### config.mk
export PLATFORM = sky130hd
export DESIGN_NAME = mkmif_core_param
export DESIGN_NICKNAME = d
export VERILOG_FILES = /design/src/rtl/mkmif_core_param.sv
export SDC_FILE = /design/constraint.sdc
export NUM_CORES = 1
export LEC_CHECK = 0
export ABC_CLOCK_PERIOD_IN_PS = 13300
export CORE_UTILIZATION = 35
export DETAILED_ROUTE_END_ITERATION = 8
export PLACE_DENSITY_LB_ADDON = 0.3
export SLEW_MARGIN = 20
export SYNTH_ARGS = -nofsm -noshare
export SYNTH_HDL_FRONTEND = slang
export SYNTH_SLANG_ARGS = --single-unit
### constraint.sdc
create_clock -name clk -period 13.3 [get_ports clk]
set_input_delay 2.66 -clock clk [delete_from_list [all_inputs] [get_ports clk]]
set_output_delay 2.66 -clock clk [all_outputs]
set_load 0.03 [all_outputs]
### src/rtl/mkmif_core_param.sv
// Parametrised Master Key Memory interface core: SPI mode-0 master for a 23K640-class serial SRAM.
// Optional zeroize sweep is built only when MKMIF_ZEROIZE_EN is defined.
module mkmif_core_param #(
  parameter int DATA_WIDTH = 32,
  parameter int ADDR_WIDTH = 11,
  parameter int DIV_WIDTH  = 16,
  parameter int MEM_BYTES  = 8192
) (
  input  logic                  clk,
  input  logic                  reset,
  output logic                  spi_sclk,
  output logic                  spi_cs_n,
  input  logic                  spi_do,
  output logic                  spi_di,
  input  logic                  read_op,
  input  logic                  write_op,
  input  logic                  zeroize_op,
  output logic                  ready,
  output logic                  valid,
  input  logic [DIV_WIDTH-1:0]  sclk_div,
  input  logic [ADDR_WIDTH-1:0] spi_addr,
  input  logic [DATA_WIDTH-1:0] spi_write_data,
  output logic [DATA_WIDTH-1:0] spi_read_data
);

  localparam int SR_W     = 24 + DATA_WIDTH;
  localparam int ZBITS    = 24 + MEM_BYTES * 8;
  localparam int MAX_BITS = (ZBITS > SR_W) ? ZBITS : SR_W;
  localparam int CNT_W    = $clog2(MAX_BITS + 1);
  localparam int BPW      = DATA_WIDTH / 8;

  localparam logic [DIV_WIDTH:0]   H_ONE = 1;
  localparam logic [CNT_W-1:0]     B_ONE = 1;

  typedef enum logic [2:0] {
    ST_INIT, ST_INIT_WAIT, ST_READY, ST_READ, ST_WRITE, ST_DONE
`ifdef MKMIF_ZEROIZE_EN
    , ST_ZEROIZE
`endif
  } state_t;

  typedef enum logic [1:0] {PH_SHIFT, PH_HOLD, PH_GAP} phase_t;

  state_t                r_state, w_next;
  phase_t                r_phase;
  logic                  r_busy, r_sclk, r_cs_n, r_di, r_valid;
  logic [SR_W-1:0]       r_sr;
  logic [DATA_WIDTH-1:0] r_rx, r_read_data;
  logic [CNT_W-1:0]      r_bits_left;
  logic [DIV_WIDTH:0]    r_hcnt;
  logic [DIV_WIDTH-1:0]  r_div;

  logic                  w_start, w_frame_done;
  logic [SR_W-1:0]       w_start_sr;
  logic [CNT_W-1:0]      w_start_bits;
  logic [DIV_WIDTH-1:0]  w_div_now;
  logic [15:0]           w_byte_addr;

`ifndef MKMIF_ZEROIZE_EN
  logic w_unused;
  assign w_unused = zeroize_op;
`endif

  assign w_div_now    = (sclk_div < DIV_WIDTH'(2)) ? DIV_WIDTH'(2) : sclk_div;
  assign w_byte_addr  = 16'(32'(spi_addr) * 32'(BPW));
  assign w_frame_done = r_busy && (r_phase == PH_GAP) && (r_hcnt == '0);

  always_ff @(posedge clk or posedge reset) begin
    if (reset) r_state <= ST_INIT;
    else       r_state <= w_next;
  end

  // NOTE: every output of this block is given a default first so no path leaves a latch behind.
  always_comb begin
    w_next       = r_state;
    w_start      = 1'b0;
    w_start_sr   = '0;
    w_start_bits = '0;
    case (r_state)
      ST_INIT: begin
        w_start      = 1'b1;
        w_start_sr   = {8'h01, 8'h41, {(DATA_WIDTH + 8){1'b0}}};
        w_start_bits = CNT_W'(16);
        w_next       = ST_INIT_WAIT;
      end
      ST_INIT_WAIT: if (w_frame_done) w_next = ST_READY;
      ST_READY, ST_DONE: begin
        w_next = ST_READY;
`ifdef MKMIF_ZEROIZE_EN
        if (zeroize_op) begin
          w_start      = 1'b1;
          w_start_sr   = {8'h02, 16'h0000, {DATA_WIDTH{1'b0}}};
          w_start_bits = CNT_W'(ZBITS);
          w_next       = ST_ZEROIZE;
        end else
`endif
        if (read_op) begin
          w_start      = 1'b1;
          w_start_sr   = {8'h03, w_byte_addr, {DATA_WIDTH{1'b0}}};
          w_start_bits = CNT_W'(SR_W);
          w_next       = ST_READ;
        end else if (write_op) begin
          w_start      = 1'b1;
          w_start_sr   = {8'h02, w_byte_addr, spi_write_data};
          w_start_bits = CNT_W'(SR_W);
          w_next       = ST_WRITE;
        end
      end
      ST_READ:    if (w_frame_done) w_next = ST_DONE;
      ST_WRITE:   if (w_frame_done) w_next = ST_DONE;
`ifdef MKMIF_ZEROIZE_EN
      ST_ZEROIZE: if (w_frame_done) w_next = ST_DONE;
`endif
      default:    w_next = ST_INIT;
    endcase
  end

  // Result register: cleared on every accepted op, loaded when a read frame completes.
  // NOTE: sequential state uses non-blocking assignments so all registers update from pre-edge values.
  always_ff @(posedge clk or posedge reset) begin
    if (reset) begin
      r_valid     <= 1'b0;
      r_read_data <= '0;
    end else begin
      if (w_start && r_state != ST_INIT) r_valid <= 1'b0;
      if (r_state == ST_READ && w_frame_done) begin
        r_valid     <= 1'b1;
        r_read_data <= r_rx;
      end
`ifdef MKMIF_ZEROIZE_EN
      if (r_state == ST_ZEROIZE && w_frame_done) r_read_data <= '0;
`endif
    end
  end

  // Frame engine: half-period counter drives SCLK; MOSI moves on falling edges, MISO sampled on rising.
  always_ff @(posedge clk or posedge reset) begin
    if (reset) begin
      r_busy      <= 1'b0;
      r_sclk      <= 1'b0;
      r_cs_n      <= 1'b1;
      r_di        <= 1'b0;
      r_phase     <= PH_SHIFT;
      r_hcnt      <= '0;
      r_bits_left <= '0;
      r_sr        <= '0;
      r_rx        <= '0;
      r_div       <= DIV_WIDTH'(2);
    end else if (w_start) begin
      r_busy      <= 1'b1;
      r_sclk      <= 1'b0;
      r_cs_n      <= 1'b0;
      r_di        <= w_start_sr[SR_W-1];
      r_sr        <= w_start_sr;
      r_phase     <= PH_SHIFT;
      r_bits_left <= w_start_bits;
      r_div       <= w_div_now;
      r_hcnt      <= {1'b0, w_div_now} - H_ONE;
    end else if (r_busy) begin
      if (r_hcnt != '0) begin
        r_hcnt <= r_hcnt - H_ONE;
      end else begin
        r_hcnt <= {1'b0, r_div} - H_ONE;
        case (r_phase)
          PH_SHIFT: begin
            if (!r_sclk) begin
              r_sclk <= 1'b1;
              r_rx   <= {r_rx[DATA_WIDTH-2:0], spi_do};
            end else begin
              r_sclk      <= 1'b0;
              r_bits_left <= r_bits_left - B_ONE;
              if (r_bits_left == B_ONE) begin
                r_phase <= PH_HOLD;
                r_di    <= 1'b0;
              end else begin
                r_sr <= {r_sr[SR_W-2:0], 1'b0};
                r_di <= r_sr[SR_W-2];
              end
            end
          end
          PH_HOLD: begin
            r_cs_n  <= 1'b1;
            r_phase <= PH_GAP;
            r_hcnt  <= {r_div, 1'b0} - H_ONE;
          end
          PH_GAP: begin
            r_busy  <= 1'b0;
            r_phase <= PH_SHIFT;
          end
          default: r_phase <= PH_SHIFT;
        endcase
      end
    end
  end

  assign spi_sclk      = r_sclk;
  assign spi_cs_n      = r_cs_n;
  assign spi_di        = r_di;
  assign ready         = (r_state == ST_READY) || (r_state == ST_DONE);
  assign valid         = r_valid;
  assign spi_read_data = r_read_data;

endmodule

-- After elaboration in Yosys (flattened, before gate mapping)
Index checks and enable logic that the tools add are counted.
- flip-flop bits (word level): 179
- logic and storage cells: 117
- output and inout port bits: 37
- input bits: 65
- $lt $le $gt $ge: 1
- bitwise logic cells: 3
- add/sub/neg operators: 5
- mux-type cells: 57
- reductions and logical operators: 24
- equality and inequality tests: 14
- operators with widths (kind ; number):
    2-to-1 mux 55 bit ; 6
    2-to-1 mux 17 bit ; 9
    2-to-1 mux 50 bit ; 2
    case mux 50 bit (2 select lines) ; 1
    subtractor 17 x 1 -> 17 bit, second input constant ; 3
    subtractor 16 x 1 -> 17 bit, second input constant ; 2
    2-to-1 mux 1 bit ; 23
    == test 17 x 1 -> 1 bit, second input constant ; 1
    logical NOT 17 bit ; 1
    nonzero test 17 bit ; 1
    less-than comparator 16 x 2 -> 1 bit, second input constant ; 1
    2-to-1 mux 16 bit ; 1
    2-to-1 mux 3 bit ; 4
    2-to-1 mux 6 bit ; 2
    case mux 3 bit (4 select lines) ; 1
    case mux 6 bit (2 select lines) ; 1
    2-to-1 mux 2 bit ; 5
    AND reduction 5 bit ; 2
    nonzero test 2 bit ; 5
    AND reduction 4 bit ; 2
    == test 3 x 2 -> 1 bit, second input constant ; 2
    == test 3 bit, second input constant ; 2
    inequality test 2 bit, second input constant ; 3
    inequality test 3 bit, second input constant ; 2
    other kinds (15) ; 22

-- Logic depth before layout (Yosys ltp)
- word-level depth: 7
- depth in mapped cells: 11
- gate-level depth less buffers: 10

-- Worst setup path before layout
OpenSTA, ideal clock, no wires.
- path type: input port to flip-flop
- start: input port sclk_div[13]
- end: register r_hcnt[8]
- arrival time: 4.781 ns
- cell stages on the path: 9
- path slack: 8.432 ns
- library setup time: 0.087 ns
- path buffers: 0
- required time: 13.213 ns
- path through: or4_1 -> nor3_1 -> nand3_1 -> o21ai_0 -> ha_1 -> nand2_1 -> or3_1 -> xor2_1 -> o211ai_1
- cells in the longest elaborated chain, start to end: 4
- RTL lines (element ; RTL line ; RTL):
    start: declaration ; 20 ; input logic [DIV_WIDTH-1:0] sclk_div,
    less-than comparator 16 x 2 -> 1 bit ; 64 ; assign w_div_now = (sclk_div < DIV_WIDTH'(2)) ? DIV_WIDTH'(2) : sclk_div;
    2-to-1 mux 16 bit ; 64 ;
    subtractor 16 x 1 -> 17 bit ; 158 ; r_hcnt <= {1'b0, w_div_now} - H_ONE;
    2-to-1 mux 17 bit ; 149 ; end else if (w_start) begin
    end signal: assignment ; 158 ;
    end signal: assignment ; 161 ; r_hcnt <= r_hcnt - H_ONE;
    end signal: assignment ; 163 ; r_hcnt <= {1'b0, r_div} - H_ONE;
    end: declaration ; 50 ; logic [DIV_WIDTH:0] r_hcnt;
No other way between the ends.
A chain may end at the register's enable or synchronous reset.

-- Final worst setup path
- start: input port sclk_div[10]
- end: register r_hcnt[12]
- cells in the longest elaborated chain, start to end: 4
- RTL lines (element ; RTL line):
    less-than comparator 16 x 2 -> 1 bit ; 64
    2-to-1 mux 16 bit * ; 64
    subtractor 16 x 1 -> 17 bit * ; 158
    2-to-1 mux 17 bit * ; 149
Mark *: on every way between the ends. The rest lies on a longest branch, timed or not.

==> qor.yml <==
detailed_routing:
  viasPerCell: 5.340
  wl_per_cell_um: 15.78
  first_pass_iters: 5
  drt-total-wl_mm: 20.77
  first_iter_violations: 441
  route.detailed.drc: 0
  ant_nets: 0
  vias: 7027
setup_path:
  arrival_ps: 5960
  path_class: "in -> reg"
  ff2ff_setup_slack_ps: 10160
  path_max_fanout: 6
  setup.worst_path.end_class: "register"
  cp_data_required_time_ps: 13580
  startpoint_type: "input pin"
floorplan:
  start_util: 0.3590
  die_w_um: 163.2
  die_area_um2: 26620
  core_area_um2: 25330
  pin_count: 102
  fp-row-count: 58
  die_h_um: 163.2
synth:
  synth.distinct_cells: 71
  yosysTopAreaCell: "dfrtp_1"
  ys_seq_area_frac: 0.4930
  synth_edf_count: 0
  postSynthCellCount: 911
  yosys_warnings: 0
  ys_ff_latch: 179
  ys_top_cells_by_area: "dfrtp_1, mux2_4, mux2_2"
  synth_area_per_cell_um2: 9.979
  syn_nets: 981
  yosys_most_used_dff: "dfrtp_1"
  synth_area_um2: 9091
  netlist.area_leader.share: 0.4872
  async_reset_ff_frac: 1.000
clock_network:
  max-clock-path-buffers: 2
  cts-root-buf: "clkbuf_16"
  cts_hold_buffers: 0
  cts_tree: "done"
  clock_latency_ps: 440
  numCtsBuffers: 17
  cts-resized-gates: 0
  post_cts_buffers: 0
  path_clk_slew_ps: 80
  cts_sinks: 179
  h-tree-depth: 4
grt:
  grt_pass1_wl_mm: 34.53
  antenna_found_initial: 0
  use_met3: 0.02946
  use_met2: 0.2448
  gr-usage-met1: 0.2330
  busiest_layer: "met2"
  grt_pass1_vias: 6543
  grt_max_degree: 110
  grt.total_usage: 0.1625
  overflow: 0
sta:
  grt_setup_unrepaired: "false"
  skew_ps: 18.50
  fin_crit_ps: 5674
  slew_viol_final: 0
  fmax_mhz: 176.2
  tightest_slew_ps: 1021
  hold_violations: 0
  setup_viol: 0
  tns_ps: 0
  slew-limit-headroom: 0.3177
  period_share: 0.4266
final_layout:
  mostFrequentLayoutCells: "dfrtp_1, nor2_1, clkdlybuf4s50_1"
  finalCoreUtilization: 0.4330
  diodes: 0
  drive_gt1_frac: 0.1237
  area_growth_syn_to_layout_pct: 20.62
  nets: 1043
  layout.cells.non_filler: 1316
  layout_commonest_cell: "dfrtp_1"
placed_design:
  place_congestion: 0.8617
  port_buffers: 100
  dp_cells: 1284
  dp_hpwl_mm: 13.67
job:
  cap_viol_max_count: 0
pwr:
  peakVddDrop_mv: 0.06218
  p_per_area_nw_per_um2: 112.0
  power.leakage_nw: 4.711
  power_w: 0.001228
hold_path:
  hold_class: "reg -> reg"
status:
  status: "complete, no violations"
==> power breakdown <==
group          leakage [nW]  internal [W]  switching [W]  total (W)
Sequential             2.40      0.000563      0.0000303   0.000594
Clock                 0.311      0.000277       0.000254   0.000531
Combinational          2.00     0.0000499      0.0000532   0.000103
==> critical path, cell delays in order <==
cell             delay (ps)
clkdlybuf4s50_1         530
or4_1                   630
nor3_1                  450
nand3_1                 210
o21ai_0                 370
ha_1                    310
nand3_1                 260
nor3_1                  270
xnor2_1                 160
a22oi_1                 100
==> per-stage QoR <==
stage | instance area [um2] | setup WS (ps) | hold WS, ps
global placement | 10310 | 7216 | 460.9
detailed placement | 10310 | 7167 | 465.3
floorplan | 9091 | 5785 | 468.8
finish | 10970 | 7626 | 480.4
CTS | 10960 | 7632 | 483.5
global route | 10970 | 7481 | 501.3
==> flip-flops by register name, indices dropped and copies added (netlist names) <==
register	cells
r_state	3
r_sr	55
spi_cs_n	1
valid	1
r_hcnt	17
r_div	16
spi_sclk	1
spi_read_data	32
r_rx	32
r_phase	2
r_bits_left	17
r_busy	1
spi_di	1
==> cells in the mapped netlist, types with 4 or more instances <==
library cell / n
buf_2: 4
nor2b_1: 6
mux2i_1: 5
a31oi_1: 7
buf_1: 4
nor3_1: 24
clkbuf_1: 52
o211ai_1: 7
o21ai_0: 40
nor4_1: 13
xnor2_1: 18
o31ai_1: 6
nand2_1: 72
and2_1: 5
mux2_2: 35
o22ai_1: 10
and4_1: 4
a21oi_1: 78
a311oi_1: 5
or3_1: 13
xor2_1: 14
nand3_1: 23
a22oi_1: 44
mux2_4: 30
nor2_1: 103
inv_1: 24
nand2b_1: 5
or4_1: 6
o311ai_0: 4
ha_1: 5
dfrtp_1: 177
==> layer usage <==
layer / up-vias / part of all wire
met4: 0 / 0.017
met3: 25 / 0.044
met1: 3429 / 0.49
li1: 3430 / -
met5: - / 0
met2: 143 / 0.45
==> logic make-up (layout without fill, tap and decap cells) <==
group                    Yosys count  in the layout  synth area share
buffers and inverters             89            164           0.04432
flip-flops                       179            179            0.4930
multiplexers                      70             70           0.09840
AND/OR/NAND/NOR                  297            297            0.1585
AO/OA/AOI/OAI                    239            239            0.1680
XOR/XNOR                          32             32           0.03083
adder cells (fa/ha/maj)            5              5          0.006881
==> final timing paths <==
check | startpoint | end | depth (start not counted)
worst max-delay path | sclk_div[10] | r_hcnt[12] | 10
worst min-delay path | valid | valid | 1
worst max register to register | r_hcnt[10] | r_rx[18] | 6
worst min register to register | valid | valid | 1
max in group asynchronous | reset | r_rx[18] | 3
min in group asynchronous | reset | r_bits_left[12] | 2
==> final cells by class <==
cell class / count / area (um2)
clock buffers: 17 / 425.4
multi-input cells: 643 / 4264
fillers: 2461 / 14360
flip-flops and latches: 179 / 4482
repair buffers: 108 / 1061
inverters: 24 / 95.09
clock inverters: 15 / 225.2
well taps: 330 / 412.9
(Power assumes the default switching activity.)
